**src/rtl/kvs_mem_pkg.sv**
```systemverilog
// Shared types for the KVS memory sequencer/arbiter: FSM states, client ids
// and the read-tag record that follows each read through the return pipeline.
package kvs_mem_pkg;

   typedef enum logic {
      INIT = 1'b0,
      RUN  = 1'b1
   } state_t;

   localparam int NUM_CLIENTS = 2;

   typedef logic [$clog2(NUM_CLIENTS)-1:0] client_id_t;

   typedef struct packed {
      logic       valid;
      client_id_t id;
   } rd_tag_t;

endpackage

```
**src/rtl/kvs_rr_arbiter.sv**
```systemverilog
// Two-way round-robin arbiter; the pointer names the favoured client and
// moves past whichever client was granted when advance is high.
module kvs_rr_arbiter (
   input  logic       clock,
   input  logic       rst_n,
   input  logic [1:0] req,
   input  logic       advance,
   output logic [1:0] grant
);

   logic ptr_reg;
   logic ptr_next;

   always_comb begin
      grant    = 2'b00;
      ptr_next = ptr_reg;
      if (req[0] && (!req[1] || !ptr_reg)) begin
         grant[0] = 1'b1;
      end else if (req[1]) begin
         grant[1] = 1'b1;
      end
      if (advance && grant[0]) begin
         ptr_next = 1'b1;
      end else if (advance && grant[1]) begin
         ptr_next = 1'b0;
      end
   end

   always_ff @(posedge clock) begin
      if (!rst_n) begin
         ptr_reg <= 1'b0;
      end else begin
         ptr_reg <= ptr_next;
      end
   end

endmodule

```
**src/rtl/kvs_mem_arbiter.sv**
```systemverilog
// Zero-sweeps the KVS memory after reset or clear, then shares its single port
// between the lookup (0) and update (1) clients with a fixed 2-cycle read return.
module kvs_mem_arbiter
   import kvs_mem_pkg::*;
#(
   parameter int ADDR_WIDTH = 8,
   parameter int DATA_WIDTH = 256,
   parameter int MEM_DEPTH  = 1 << ADDR_WIDTH
) (
   input  logic                  clock,
   input  logic                  rst_n,
   input  logic                  clear,
   output logic                  init_done,
   input  logic                  req_valid_0,
   output logic                  req_ready_0,
   input  logic                  req_we_0,
   input  logic [ADDR_WIDTH-1:0] req_addr_0,
   input  logic [DATA_WIDTH-1:0] req_wdata_0,
   output logic                  rsp_valid_0,
   output logic [DATA_WIDTH-1:0] rsp_data_0,
   input  logic                  req_valid_1,
   output logic                  req_ready_1,
   input  logic                  req_we_1,
   input  logic [ADDR_WIDTH-1:0] req_addr_1,
   input  logic [DATA_WIDTH-1:0] req_wdata_1,
   output logic                  rsp_valid_1,
   output logic [DATA_WIDTH-1:0] rsp_data_1,
   output logic [ADDR_WIDTH-1:0] mem_address,
   output logic [DATA_WIDTH-1:0] mem_dataIn,
   output logic                  mem_rd_en,
   output logic                  mem_wr_en,
   input  logic [DATA_WIDTH-1:0] mem_q
);

   localparam logic [ADDR_WIDTH-1:0] LAST_ADDR = ADDR_WIDTH'(MEM_DEPTH - 1);

   state_t                state_reg, state_next;
   logic [ADDR_WIDTH-1:0] cnt_reg, cnt_next;
   logic [ADDR_WIDTH-1:0] addr_hold_reg;
   logic [DATA_WIDTH-1:0] data_hold_reg;
   rd_tag_t               tag_s1_reg, tag_s1_next, tag_s2_reg;
   logic [DATA_WIDTH-1:0] rsp_data_reg [NUM_CLIENTS];
   logic [NUM_CLIENTS-1:0] rsp_valid_vec;

   logic                  run_en;
   logic [1:0]            req_vec;
   logic [1:0]            grant;
   logic                  gnt_any;
   logic                  gnt_we;
   client_id_t            gnt_id;
   logic [ADDR_WIDTH-1:0] gnt_addr;
   logic [DATA_WIDTH-1:0] gnt_wdata;

   // Masking the requests (not just the grants) keeps the pointer still while blocked.
   assign run_en  = rst_n && (state_reg == RUN) && !clear;
   assign req_vec = {req_valid_1 && run_en, req_valid_0 && run_en};

   kvs_rr_arbiter u_rr (
      .clock   (clock),
      .rst_n   (rst_n),
      .req     (req_vec),
      .advance (run_en),
      .grant   (grant)
   );

   assign gnt_any   = |grant;
   assign gnt_id    = grant[1];
   assign gnt_we    = grant[1] ? req_we_1    : req_we_0;
   assign gnt_addr  = grant[1] ? req_addr_1  : req_addr_0;
   assign gnt_wdata = grant[1] ? req_wdata_1 : req_wdata_0;

   assign req_ready_0 = grant[0];
   assign req_ready_1 = grant[1];
   assign init_done   = (state_reg == RUN);

   always_comb begin
      state_next  = state_reg;
      cnt_next    = cnt_reg;
      mem_rd_en   = 1'b0;
      mem_wr_en   = 1'b0;
      mem_address = addr_hold_reg;
      mem_dataIn  = data_hold_reg;
      tag_s1_next = '0;
      case (state_reg)
         INIT: begin
            mem_wr_en   = rst_n;
            mem_address = cnt_reg;
            mem_dataIn  = '0;
            cnt_next    = cnt_reg + 1'b1;
            if (cnt_reg == LAST_ADDR) begin
               state_next = RUN;
            end
         end
         RUN: begin
            if (clear) begin
               state_next = INIT;
               cnt_next   = '0;
            end else if (gnt_any) begin
               mem_address       = gnt_addr;
               mem_dataIn        = gnt_wdata;
               mem_rd_en         = !gnt_we;
               mem_wr_en         = gnt_we;
               tag_s1_next.valid = !gnt_we;
               tag_s1_next.id    = gnt_id;
            end
         end
         default: begin
            state_next = INIT;
            cnt_next   = '0;
         end
      endcase
   end

   always_ff @(posedge clock) begin
      if (!rst_n) begin
         state_reg     <= INIT;
         cnt_reg       <= '0;
         addr_hold_reg <= '0;
         data_hold_reg <= '0;
         tag_s1_reg    <= '0;
         tag_s2_reg    <= '0;
         for (int k = 0; k < NUM_CLIENTS; k++) begin
            rsp_data_reg[k] <= '0;
         end
      end else begin
         state_reg     <= state_next;
         cnt_reg       <= cnt_next;
         addr_hold_reg <= mem_address;
         data_hold_reg <= mem_dataIn;
         tag_s1_reg    <= tag_s1_next;
         tag_s2_reg    <= tag_s1_reg;
         for (int k = 0; k < NUM_CLIENTS; k++) begin
            if (tag_s1_reg.valid && (tag_s1_reg.id == client_id_t'(k))) begin
               rsp_data_reg[k] <= mem_q;
            end
         end
      end
   end

   for (genvar gi = 0; gi < NUM_CLIENTS; gi++) begin : g_rsp
      assign rsp_valid_vec[gi] = tag_s2_reg.valid && (tag_s2_reg.id == client_id_t'(gi));
   end

   assign rsp_valid_0 = rsp_valid_vec[0];
   assign rsp_valid_1 = rsp_valid_vec[1];
   assign rsp_data_0  = rsp_data_reg[0];
   assign rsp_data_1  = rsp_data_reg[1];

endmodule
```
**config.mk**
```make
export PLATFORM = sky130hd
export DESIGN_NAME = kvs_mem_arbiter
export DESIGN_NICKNAME = d
export VERILOG_FILES = /design/src/rtl/kvs_mem_pkg.sv /design/src/rtl/kvs_rr_arbiter.sv /design/src/rtl/kvs_mem_arbiter.sv
export SDC_FILE = /design/constraint.sdc
export NUM_CORES = 1
export LEC_CHECK = 0
export CAP_MARGIN = 25
export CORE_AREA = 2 2 621 623
export CTS_CLUSTER_DIAMETER = 60
export CTS_CLUSTER_SIZE = 28
export DETAILED_ROUTE_END_ITERATION = 12
export DIE_AREA = 0 0 623 625
export SKIP_LAST_GASP = 1
export SYNTH_ARGS = -nofsm -noshare
export SYNTH_HDL_FRONTEND = slang
export SYNTH_HIERARCHICAL = 1
export SYNTH_SLANG_ARGS = --single-unit
```
**constraint.sdc**
```tcl
create_clock -name clock -period 23.9 [get_ports clock]
set_input_delay 4.78 -clock clock [delete_from_list [all_inputs] [get_ports clock]]
set_output_delay 4.78 -clock clock [all_outputs]
set_load 0.01 [all_outputs]
```
Word level (Yosys, flattened, before mapping)
Memory sizes are Yosys's and may differ from the RTL's.
Index checks and enable logic that the tools add are counted.
{"block": "word_totals", "register_bits": 278, "ramBits": 512, "inputBits": 791, "word_cells": 73, "mem_count": 1}
{"block": "classes", "n_addsub": 1, "n_eq_ne": 2, "n_mux": 34, "n_bitwise": 7, "reduce_logical": 19}
{"name": "rsp_data_reg", "depth": 2, "width": 256, "read_ports": 2, "rd_clocked_by_memory_dff": 0, "write_ports": 2, "line_no": "kvs_mem_arbiter.sv:42", "text": "logic [DATA_WIDTH-1:0] rsp_data_reg [NUM_CLIENTS];"}
{"op": "two-way mux 256 bit", "count": 5}
{"op": "case mux 256 bit (2 select lines)", "count": 1}
{"op": "two-way mux 8 bit", "count": 4}
{"op": "case mux 8 bit (2 select lines)", "count": 2}
{"op": "two-way mux 1 bit", "count": 20}
{"op": "logical AND 1 bit", "count": 11}
{"op": "adder 8 x 1 -> 8 bit, second input constant", "count": 1}
{"op": "equality test 8 bit, second input constant", "count": 1}
{"op": "inverter 1 bit", "count": 5}
{"op": "zero test 1 bit", "count": 4}
{"op": "case mux 1 bit (2 select lines)", "count": 2}
{"op": "OR reduction 4 bit", "count": 1}
{"op": "!= test 2 bit, second input constant", "count": 1}
{"op": "OR 1 bit", "count": 2}
{"op": "nonzero test 2 bit", "count": 1}
{"op": "OR reduction 2 bit", "count": 1}
{"op": "logical OR 1 bit", "count": 1}

Logic depth before layout (Yosys ltp)
Gate-level depths: netlist of run 1.
{"block": "logic_depth", "depth_word": 12, "ltp_mapped": 12, "mapped_depth_nobuf": 6}

Modules after synthesis
The synthesis of run 1 kept the hierarchy.
{"mod": "kvs_mem_arbiter", "instances": 1, "cells_each": 3014, "area_each_um2": 37307.0, "seq_area_each_um2": 20920.1}
{"mod": "kvs_rr_arbiter", "instances": 1, "cells_each": 7, "area_each_um2": 61.3, "seq_area_each_um2": 20.0}

Worst setup path after synthesis of run 1
OpenSTA, ideal clock, no wires.
{"block": "synth_path", "path_type": "flip-flop to flip-flop", "start": "reg tag_s1_reg[1] in the netlist's numbering", "end": "mem rsp_data_reg[0][0] (enable)", "setup_ns": 1.227, "arrival_time_ns": 18.498, "slack_ns": 4.175, "stages_incl_launch_ff": 4, "path_buffers": 1, "path_cell_list": "dfxtp_1 clkbuf_1 inv_1 o21ai_0"}
{"element": "start, declared", "line_no": "kvs_mem_arbiter.sv:41", "text": "rd_tag_t tag_s1_reg, tag_s1_next, tag_s2_reg;"}
{"element": "start signal, assigned", "line_no": "kvs_mem_arbiter.sv:130", "text": "tag_s1_reg <= tag_s1_next;"}
{"element": "end, declared", "line_no": "kvs_mem_arbiter.sv:42"}

Worst setup path after layout of run 1
{"block": "layout_path", "start": "in clear", "end": "out mem_dataIn[151]"}
{"block": "layout_via", "elab_chain_cells": 11, "elab_cells_between_ends": 15, "cone_classes": "mux (7); reduce/logical (8)"}
{"element": "start, declared", "line_no": "kvs_mem_arbiter.sv:12", "text": "input logic clear,"}
{"element": "zero test 1 bit (*)", "line_no": "kvs_mem_arbiter.sv:55", "text": "assign run_en = rst_n && (state_reg == RUN) && !clear;"}
{"element": "logical AND 1 bit (*)", "line_no": "kvs_mem_arbiter.sv:55"}
{"element": "logical AND 1 bit (*)", "line_no": "kvs_mem_arbiter.sv:56", "text": "assign req_vec = {req_valid_1 && run_en, req_valid_0 && run_en};"}
{"element": "via req_vec[1]", "line_no": "kvs_mem_arbiter.sv:46", "text": "logic [1:0] req_vec;"}
{"element": "zero test 1 bit", "line_no": "kvs_rr_arbiter.sv:17", "text": "if (req[0] && (!req[1] || !ptr_reg)) begin"}
{"element": "logical OR 1 bit", "line_no": "kvs_rr_arbiter.sv:17"}
{"element": "logical AND 1 bit", "line_no": "kvs_rr_arbiter.sv:17"}
{"element": "two-way mux 1 bit", "line_no": "kvs_rr_arbiter.sv:17"}
{"element": "two-way mux 256 bit or OR reduction 2 bit (tied branches)", "line_no": "kvs_mem_arbiter.sv:70, kvs_mem_arbiter.sv:66"}
{"element": "two-way mux 256 bit (*)", "line_no": "kvs_mem_arbiter.sv:98", "text": "end else if (gnt_any) begin"}
{"element": "two-way mux 256 bit (*)", "line_no": "kvs_mem_arbiter.sv:95", "text": "if (clear) begin"}
{"element": "case mux 256 bit (2 select lines) (*)", "line_no": "kvs_mem_arbiter.sv:84", "text": "case (state_reg)"}
{"element": "end, declared", "line_no": "kvs_mem_arbiter.sv:29", "text": "output logic [DATA_WIDTH-1:0] mem_dataIn,"}
Mark *: on every way through the listed nets, which the timed path passes. The rest lies on a longest branch.

==> results of run 1 <==
-- through the flow --
stage / total power [W] / instances / util [%] / instance area [um2] / worst slack (ps)
floorplan: 0.00162 / 3021 / - / 37400 / 4180
finish: 0.00374 / 9669 / 16.3 / 62600 / 9000
global route: 0.00385 / 9624 / 16.3 / 62500 / 8840
CTS: 0.00380 / 9600 / 16.3 / 62400 / 9120
global placement: 0.00192 / 9400 / 15.2 / 58300 / 9190
detailed placement: 0.00192 / 9401 / 15.2 / 58300 / 9140
-- metal layers --
metal	routed length (um)	vias up	part of all wire (%)
met2	138000	1595	50
met5	551	-	0.20
met1	96600	16400	35
met3	27200	519	9.9
li1	-	14400	-
met4	12800	84	4.6
-- final timing paths --
kind | to | slack, ps | cells past startpoint
worst max-delay path | mem_dataIn[151] | 9000 | 11
worst min-delay path | cnt_reg[7] | 510 | 1
worst max register to register | rsp_data_reg[0][244] | 18380 | 8
worst min register to register | cnt_reg[7] | 510 | 1
-- layout by cell type, fill, tap and decap left out, drive strengths merged, types with 7 or more instances in the layout --
cell type      count
a21boi           258
a21o             258
a21oi            263
a22oi            257
a31o               7
and3             261
buf               50
bufinv            11
clkbuf           124
clkdlybuf4s50   1571
clkinv            28
dfxtp            278
diode             67
edfxtp           512
inv               43
nand2             11
nand2b           264
nand3b           258
nor2              14
nor2b             10
o21ai              7
-- cell type report --
class | count | area share (%)
Sequential cell | 790 | 33.5
Tap cell | 5060 | 10.1
Antenna cell | 67 | 0.268
Inverter | 11 | 0.0660
Clock inverter | 76 | 1.94
Multi-Input combinational cell | 1920 | 23.6
Timing Repair Buffer | 1622 | 25.9
Clock buffer | 123 | 4.56
-- power groups by stage --
stage,logic (W),registers [W],clock network (W)
2_1_floorplan,0.0000426,0.00158,0
3_3_place_gp,0.000380,0.00154,0
3_5_place_dp,0.000379,0.00154,0
4_1_cts,0.000380,0.00151,0.00191
5_1_grt,0.000387,0.00152,0.00195
6_report,0.000377,0.00151,0.00185
-- worst reg2reg max path, stage by stage (launching register included) --
cell and delay (ps):
dfxtp_4 820, inv_1 260, o21ai_4 650, buf_4 580, buf_4 680, buf_4 620, buf_4 730, buf_4 380
buf_16 330
-- kinds of logic after synthesis --
group	share of synthesized area, %
simple gates	14.7
compound gates	24.7
flops	56.0
fa+ha+maj	0.0335
buf+inv	4.52
==> flow_summary.toml, run 1 <==
[sta]
maxSlewHeadroom_pct = 21.7
final_max_slew_viol_count = 0
finalCritPeriodShare_pct = 62.3
finalCriticalPeriod_ps = 14900
setup_violations = 0
finalHoldViolations = 0
rsz0062_at_grt = "no"
fmax_mhz = 67.1
fin_skew_ps = 107
worst_slew_pin_slew_ps = 1170
hold_ws_ps = 506
setup_tns_ps = 0

[floorplanning]
die_w_um = 623
core_area_um2 = 384000
io_pins = 1574
die_h_um = 625
fp-row-count = 228
start_util_pct = 9.74
die_area_um2 = 389000

[power_and_ir_drop]
p_leak_nw = 18.8
power_frac_seq_pct = 40.5
p_sw_w = 0.00101
swShare_pct = 27.1
pwr-share-clk_pct = 49.4
combPwrFrac_pct = 10.1
powerDensity_nw_per_um2 = 59.8
p_int_w = 0.00273
irDropWorstVdd_v = 0.0000575

[clocking]
insertion_delay_ps = 830
cts_setup_buffers = 0
ctsResizeCount = 0
clock_sinks = 790
cts_tree = "done"
cts.reportedPaths.clkPinSlew_ps = 60
hold_buffers = 0
htree_levels = 3
numCtsBuffers = 109
clockBufferDepth = 4
root_buffer = "clkbuf_16"

[placed_design]
gp_congestion = 0.946
hpwl_um = 225000
port_buffers = 1573

[grt]
grt_max_degree = 206
grt_pass1_vias = 30900
top_usage_layer = "met2"
use_met1_pct = 13.9
grt_use_met2_pct = 23.7
overflow = 0
grt_pass1_wl_um = 341000
grt_usage_pct = 13.4
use_met3_pct = 5.64
antenna_found_initial = 179

[synth]
syn_inst = 3021
ys_seq_area_share_pct = 56.0
netlist.top_cell.by_area = "edfxtp_1"
netlist_area_um2 = 37400
syn_nets = 3813
yosysMostFrequentCell = "edfxtp_1"
synth_seq_cells = 790
yosys-top-cells-area = "edfxtp_1 (41%), dfxtp_1 (15%), a22oi_2 (7.6%)"
synth_warnings = 6
synth_edf_count = 512
synth_ff_type = "edfxtp_1"
synth_common_cells = "edfxtp_1 (512), dfxtp_1 (278), nand2b_1 (264), and3_1 (261)"
syn_avg_cell_area_um2 = 12.4
synthDistinctLibCells = 51
synth_top_area_share_pct = 41.1
async_flop_share_pct = 0

[setup_path]
startpoint_type = "input pin"
arrival_ps = 10120
cpMostUsedCell = "buf_4"
crit_start = "clear"
worstReg2RegStart = "tag_s1_reg[1]"
crit_buf_inv = 5
cpPeakStageDelay_ps = 820
critPathTopFamily = "buffers and inverters"
critPathKind = "in -> out"
cp_max_fo = 49
cp_slowest_cell = "buf_4"
cp-end-kind = "output pin"
worstPathRequired_ps = 19120
crit_path_cell_trace = "buf_8 > nor2b_1 > and3_1 > a21boi_4 > nor2b_4 > buf_4 > buf_4 > buf_4 > a22oi_2 > a21boi_1 > clkdlybuf4s50_1"

[status]
status = "complete, no violations"

[final_layout]
syn2layout_area_growth_pct = 67.5
filler_cell_count = 42600
drive_above_1_share_pct = 14.2
regArea_um2 = 20900
fin_nets = 5246
largest_reg_flops = 512
multi_input_comb_area_um2 = 14800

[detailed_routing]
route.detailed.drc = 0
via_per_inst = 3.41
firstDrtPassIters = 5
routed_wl_um = 275000
post_drt_wl_per_cell_um = 28.5
ant_nets = 0
drt_iter0_markers = 2726
vias = 33000

[run]
max_cap_violations = 0

[worst_hold_path]
min_from = "cnt_reg[7]"
hp-class = "reg -> reg"
Note: power is estimated with default switching activity, not from simulation.
==> inputs of run 2 (changes only) <==
==> constraint.sdc (replaced) <==
create_clock -name clock -period 15 [get_ports clock]
set_input_delay 3 -clock clock [delete_from_list [all_inputs] [get_ports clock]]
set_output_delay 3 -clock clock [all_outputs]
set_load 0.01 [all_outputs]
==> run 2 against run 1 <==
Against the previous run: non-clock buffer count down 7; die area unchanged; design area barely moved; largest power group unchanged; clock power grew 61%; via count down 0.62%; combinational power grew 62%; largest cell class unchanged.
==> flow_summary.toml, run 2 (synthesized netlist as in run 1, its figures left out) <==
[setup_path]
crit_end = "mem_address[1]"
cp-end-kind = "output pin"
r2r_setup_slack_ps = 10390
rr_endpoint = "addr_hold_reg[5]"
crit_start = "clear"
arrival_ps = 7730
worstReg2RegStart = "init_done"
critPathKind = "in -> out"
cp_max_fo = 129
startpoint_type = "input pin"
reg2reg_depth = 8
worstPathRequired_ps = 12000

[clocking]
cts.reportedPaths.clkPinSlew_ps = 70
cts_setup_buffers = 0
ctsResizeCount = 0
hold_buffers = 0
clockBufferDepth = 4
root_buffer = "clkbuf_16"
cts_tree = "done"
insertion_delay_ps = 840
htree_levels = 3
clock_sinks = 790
numCtsBuffers = 114

[floorplanning]
die_h_um = 625
start_util_pct = 9.74
die_area_um2 = 389000
io_pins = 1574
core_area_um2 = 384000
fp-row-count = 228
die_w_um = 623

[placed_design]
gp_congestion = 0.984
place_area_um2 = 58300
hpwl_um = 222000
port_buffers = 1573
dp_slack_ps = 4120

[grt]
grt_max_degree = 191
overflow = 0
antenna_found_initial = 166
grt_pass1_vias = 30800
grt_pass1_wl_um = 340000
grt_usage_pct = 13.3

[detailed_routing]
post_drt_wl_per_cell_um = 28.4
vias = 32800
firstDrtPassIters = 5
via_per_inst = 3.40
route.detailed.drc = 0
ant_nets = 0
drt_iter0_markers = 2869
routed_wl_um = 274000

[sta]
setup_violations = 0
finalCriticalPeriod_ps = 10730
setup_tns_ps = 0
setup_slack_ps = 4270
finalHoldViolations = 0
maxSlewHeadroom_pct = 23.3
fmax_mhz = 93.2
hold_ws_ps = 527
worst_slew_pin_slew_ps = 1150
finalCritPeriodShare_pct = 71.6
rsz0062_at_grt = "no"
fin_skew_ps = 93.2
final_max_slew_viol_count = 0

[power_and_ir_drop]
pwr-share-clk_pct = 49.6
combPwrFrac_pct = 10.2
irDropWorstVdd_v = 0.0000980
power_frac_seq_pct = 40.2
powerDensity_nw_per_um2 = 95.8
swShare_pct = 28.4
p_leak_nw = 18.8
p_int_w = 0.00429
p_sw_w = 0.00171

[final_layout]
stdcell_area_um2 = 62600
final_common_cell = "clkdlybuf4s50_1"
fin_nets = 5244
final_cell_mix = "clkdlybuf4s50_1 (1568), edfxtp_1 (512), dfxtp_1 (276)"
filler_cell_count = 42500
drive_above_1_share_pct = 14.4
largest_reg_flops = 512
syn2layout_area_growth_pct = 67.5

[run]
max_cap_violations = 0

[worst_hold_path]
hp-class = "reg -> reg"

[status]
status = "complete, no violations"
-- run 2: changes by cell type in the layout (fill, tap and decap cells not counted), moves of 5 or more --
cell       previous run  this run
clkinv_16             1         6
diode_2              67        46
clkinv_8             22        13
inv_6                10        19
buf_4                42        34
bufinv_16            11         4
buf_12                4        10
clkinv_4              1         6
inv_8                 6        14
-- run 2: metrics by stage --
stage | util, % | power [W] | instances
after CTS | 16.3 | 0.00611 | 9605
after global routing | 16.3 | 0.00619 | 9626
final | 16.3 | 0.00600 | 9651
after floorplan | - | 0.00258 | 3021
after global placement | 15.2 | 0.00307 | 9395
after detailed placement | 15.2 | 0.00307 | 9396
-- run 2: worst min-delay path by stage --
stage / depth (start not counted) / slack, ps / from / to
floorplan: 1 / 450 / cnt_reg[7] / cnt_reg[7]
global placement: 2 / 510 / cnt_reg[5] / cnt_reg[5]
detailed placement: 2 / 510 / cnt_reg[5] / cnt_reg[5]
CTS: 1 / 520 / cnt_reg[7] / cnt_reg[7]
global route: 1 / 540 / cnt_reg[7] / cnt_reg[7]
finish: 2 / 530 / cnt_reg[5] / cnt_reg[5]
-- run 2: layout make-up --
class,instances,area [um2],area share [%]
clock inverter,87,1230,1.97
multi-input combinational,1920,14800,23.6
tap,5060,6330,10.1
inverter,11,41.3,0.0660
timing repair buffer,1615,16200,25.9
antenna,46,115,0.184
clock buffer,122,2920,4.67
sequential,790,20900,33.5
-- run 2: worst max-delay path, cell delays in order --
cell,delay (ps)
buf_8,170
nor2b_1,660
and3_1,370
a21boi_4,210
buf_4,710
buf_12,580
nand2b_1,640
a2bb2oi_1,310
a31o_2,270
clkdlybuf4s50_1,640
-- run 2: routing by layer --
metal | track usage, % | vias up | part of all wire [%]
met4 | 5.69 | 82 | 5.1
met3 | 5.85 | 540 | 10
met5 | 0 | - | 0.20
met1 | 13.7 | 16200 | 35
met2 | 23.5 | 1577 | 49
li1 | - | 14400 | -
-- run 2: power groups by stage --
stage	logic, W	clock network (W)	registers (W)
6_report	0.000609	0.00298	0.00241
5_1_grt	0.000623	0.00314	0.00242
4_1_cts	0.000614	0.00309	0.00241
3_5_place_dp	0.000612	0	0.00246
3_3_place_gp	0.000614	0	0.00246
2_1_floorplan	0.0000679	0	0.00251
==> inputs of run 3 (changes only) <==
--- a/config.mk
+++ b/config.mk
@@ -6,11 +6,11 @@
 export NUM_CORES = 1
 export LEC_CHECK = 0
 export CAP_MARGIN = 25
-export CORE_AREA = 2 2 621 623
+export CORE_AREA = 2 2 614 616
 export CTS_CLUSTER_DIAMETER = 60
 export CTS_CLUSTER_SIZE = 28
 export DETAILED_ROUTE_END_ITERATION = 12
-export DIE_AREA = 0 0 623 625
+export DIE_AREA = 0 0 616 618
 export SKIP_LAST_GASP = 1
 export SYNTH_ARGS = -nofsm -noshare
 export SYNTH_HDL_FRONTEND = slang
==> constraint.sdc (replaced) <==
create_clock -name clock -period 9.2 [get_ports clock]
set_input_delay 1.84 -clock clock [delete_from_list [all_inputs] [get_ports clock]]
set_output_delay 1.84 -clock clock [all_outputs]
set_load 0.01 [all_outputs]
==> run 3 against run 2 <==
Against the previous run: hold slack got worse by 0.95 ps; sequential share of layout area increased by 0.21 points; first-iteration DRC count is 1.5% lower; combinational power rose by 66%; global-route usage rose by 1.1 points; critical path type unchanged; critical endpoint is now mem_dataIn[102]; largest power group unchanged.
==> flow_summary.toml, run 3 (synthesized netlist as in run 1, its figures left out) <==
[clocking]
root_buffer = "clkbuf_16"
clock_sinks = 790
insertion_delay_ps = 910
ctsResizeCount = 0
cts_setup_buffers = 0
htree_levels = 3
cts_tree = "done"
cts.reportedPaths.clkPinSlew_ps = 60
clockBufferDepth = 4
numCtsBuffers = 105
hold_buffers = 0

[detailed_routing]
via_per_inst = 3.47
route.detailed.drc = 0
drt_iter0_markers = 2825
firstDrtPassIters = 5
vias = 33200
post_drt_wl_per_cell_um = 30.1
routed_wl_um = 289000
ant_nets = 0

[floorplanning]
die_w_um = 616
start_util_pct = 9.99
die_h_um = 618
fp-row-count = 225
core_area_um2 = 374000
die_area_um2 = 381000
io_pins = 1574

[sta]
finalCriticalPeriod_ps = 7430
maxSlewHeadroom_pct = 19.7
finalCritPeriodShare_pct = 80.8
setup_slack_ps = 1770
setup_violations = 0
setup_tns_ps = 0
finalHoldViolations = 0
hold_ws_ps = 526
final_max_slew_viol_count = 0
rsz0062_at_grt = "no"
fmax_mhz = 135
worst_slew_pin_slew_ps = 1210
fin_skew_ps = 164

[placed_design]
place_area_um2 = 58300
hpwl_um = 237000
dp_slack_ps = 1740
gp_congestion = 1.03
port_buffers = 1573

[power_and_ir_drop]
p_leak_nw = 18.6
powerDensity_nw_per_um2 = 151
irDropWorstVdd_v = 0.000171

[run]
max_cap_violations = 0

[grt]
grt_usage_pct = 14.4
grt_pass1_vias = 30900
grt_max_degree = 196
antenna_found_initial = 195
overflow = 0
grt_pass1_wl_um = 356000

[setup_path]
startpoint_type = "input pin"
cp_max_fo = 69
critPathKind = "in -> out"
cp_slowest_cell = "buf_4"
crit_path_cell_trace = "buf_8 > nor2b_1 > buf_4 > and3_1 > a21boi_4 > buf_4 > buf_4 > a21o_1 > a21boi_1 > clkdlybuf4s50_1"
cp-end-kind = "output pin"
worstPathRequired_ps = 7360
cpMostUsedCell = "buf_4"
arrival_ps = 5590
cpPeakStageDelay_ps = 780

[final_layout]
final_cell_mix = "clkdlybuf4s50_1 (1570), edfxtp_1 (512), dfxtp_1 (276)"
largest_reg_flops = 512
drive_above_1_share_pct = 13.9
utilization_pct = 16.6
final_common_cell = "clkdlybuf4s50_1"
stdcell_area_um2 = 62200
syn2layout_area_growth_pct = 66.4
fin_nets = 5241

[worst_hold_path]
hp-class = "reg -> reg"

[status]
status = "complete, no violations"
run 3: cell count changes in the layout (fill, tap and decap cells not counted), moves of 2 or more:
cell             before   now
buf_12               10    12
bufinv_16             4     6
clkbuf_1              4     7
clkbuf_16           114   106
clkbuf_8              5     8
clkdlybuf4s50_1    1568  1570
clkinv_1              1     6
clkinv_16             6     1
clkinv_8             13    10
diode_2              46    66
inv_16                8     4
inv_6                19     8
inv_8                14    12
run 3: report_power, final:
| part | internal, W | total (W) | switching [W] |
|---|---|---|---|
| Clock | 0.00245 | 0.00448 | 0.00203 |
| Combinational | 0.000517 | 0.00101 | 0.000492 |
| Sequential | 0.00388 | 0.00393 | 0.0000480 |
| Total | 0.00685 | 0.00942 | 0.00257 |
run 3: per-stage QoR:
| stage | instances | power, W |
|---|---|---|
| 3_3_place_gp | 9333 | 0.00502 |
| 2_1_floorplan | 3021 | 0.00420 |
| 3_5_place_dp | 9336 | 0.00502 |
| 4_1_cts | 9526 | 0.00957 |
| 6_report | 9592 | 0.00942 |
| 5_1_grt | 9556 | 0.00970 |
run 3: critical path, delay by kind of cell:
family,cells,cell delay [ps]
compound gates,3,660
buf+inv,5,2430
simple gates,2,450
run 3: worst paths after layout:
kind / from / to / slack (ps) / depth (start not counted)
worst max-delay path: clear / mem_dataIn[102] / 1770 / 10
worst min-delay path: cnt_reg[7] / cnt_reg[7] / 530 / 1
worst max register to register: init_done / data_hold_reg[129] / 5160 / 8
worst min register to register: cnt_reg[7] / cnt_reg[7] / 530 / 1
run 3: cell type report:
type / instances / area (um2)
diodes: 66 / 165
fillers: 41400 / 312000
well taps: 4994 / 6250
clock buffers: 121 / 2790
inverters: 11 / 41.3
flip-flops and latches: 790 / 20900
multi-input cells: 1920 / 14800
clock inverters: 69 / 906
repair buffers: 1621 / 16300
run 3: routing by layer:
| metal | up-vias | GRT usage [%] | routed length (um) |
|---|---|---|---|
| met5 | - | 0 | 703 |
| met4 | 104 | 6.34 | 15500 |
| met3 | 567 | 6.38 | 32700 |
| met2 | 1775 | 25.2 | 142000 |
| met1 | 16400 | 14.9 | 97800 |
| li1 | 14400 | - | - |
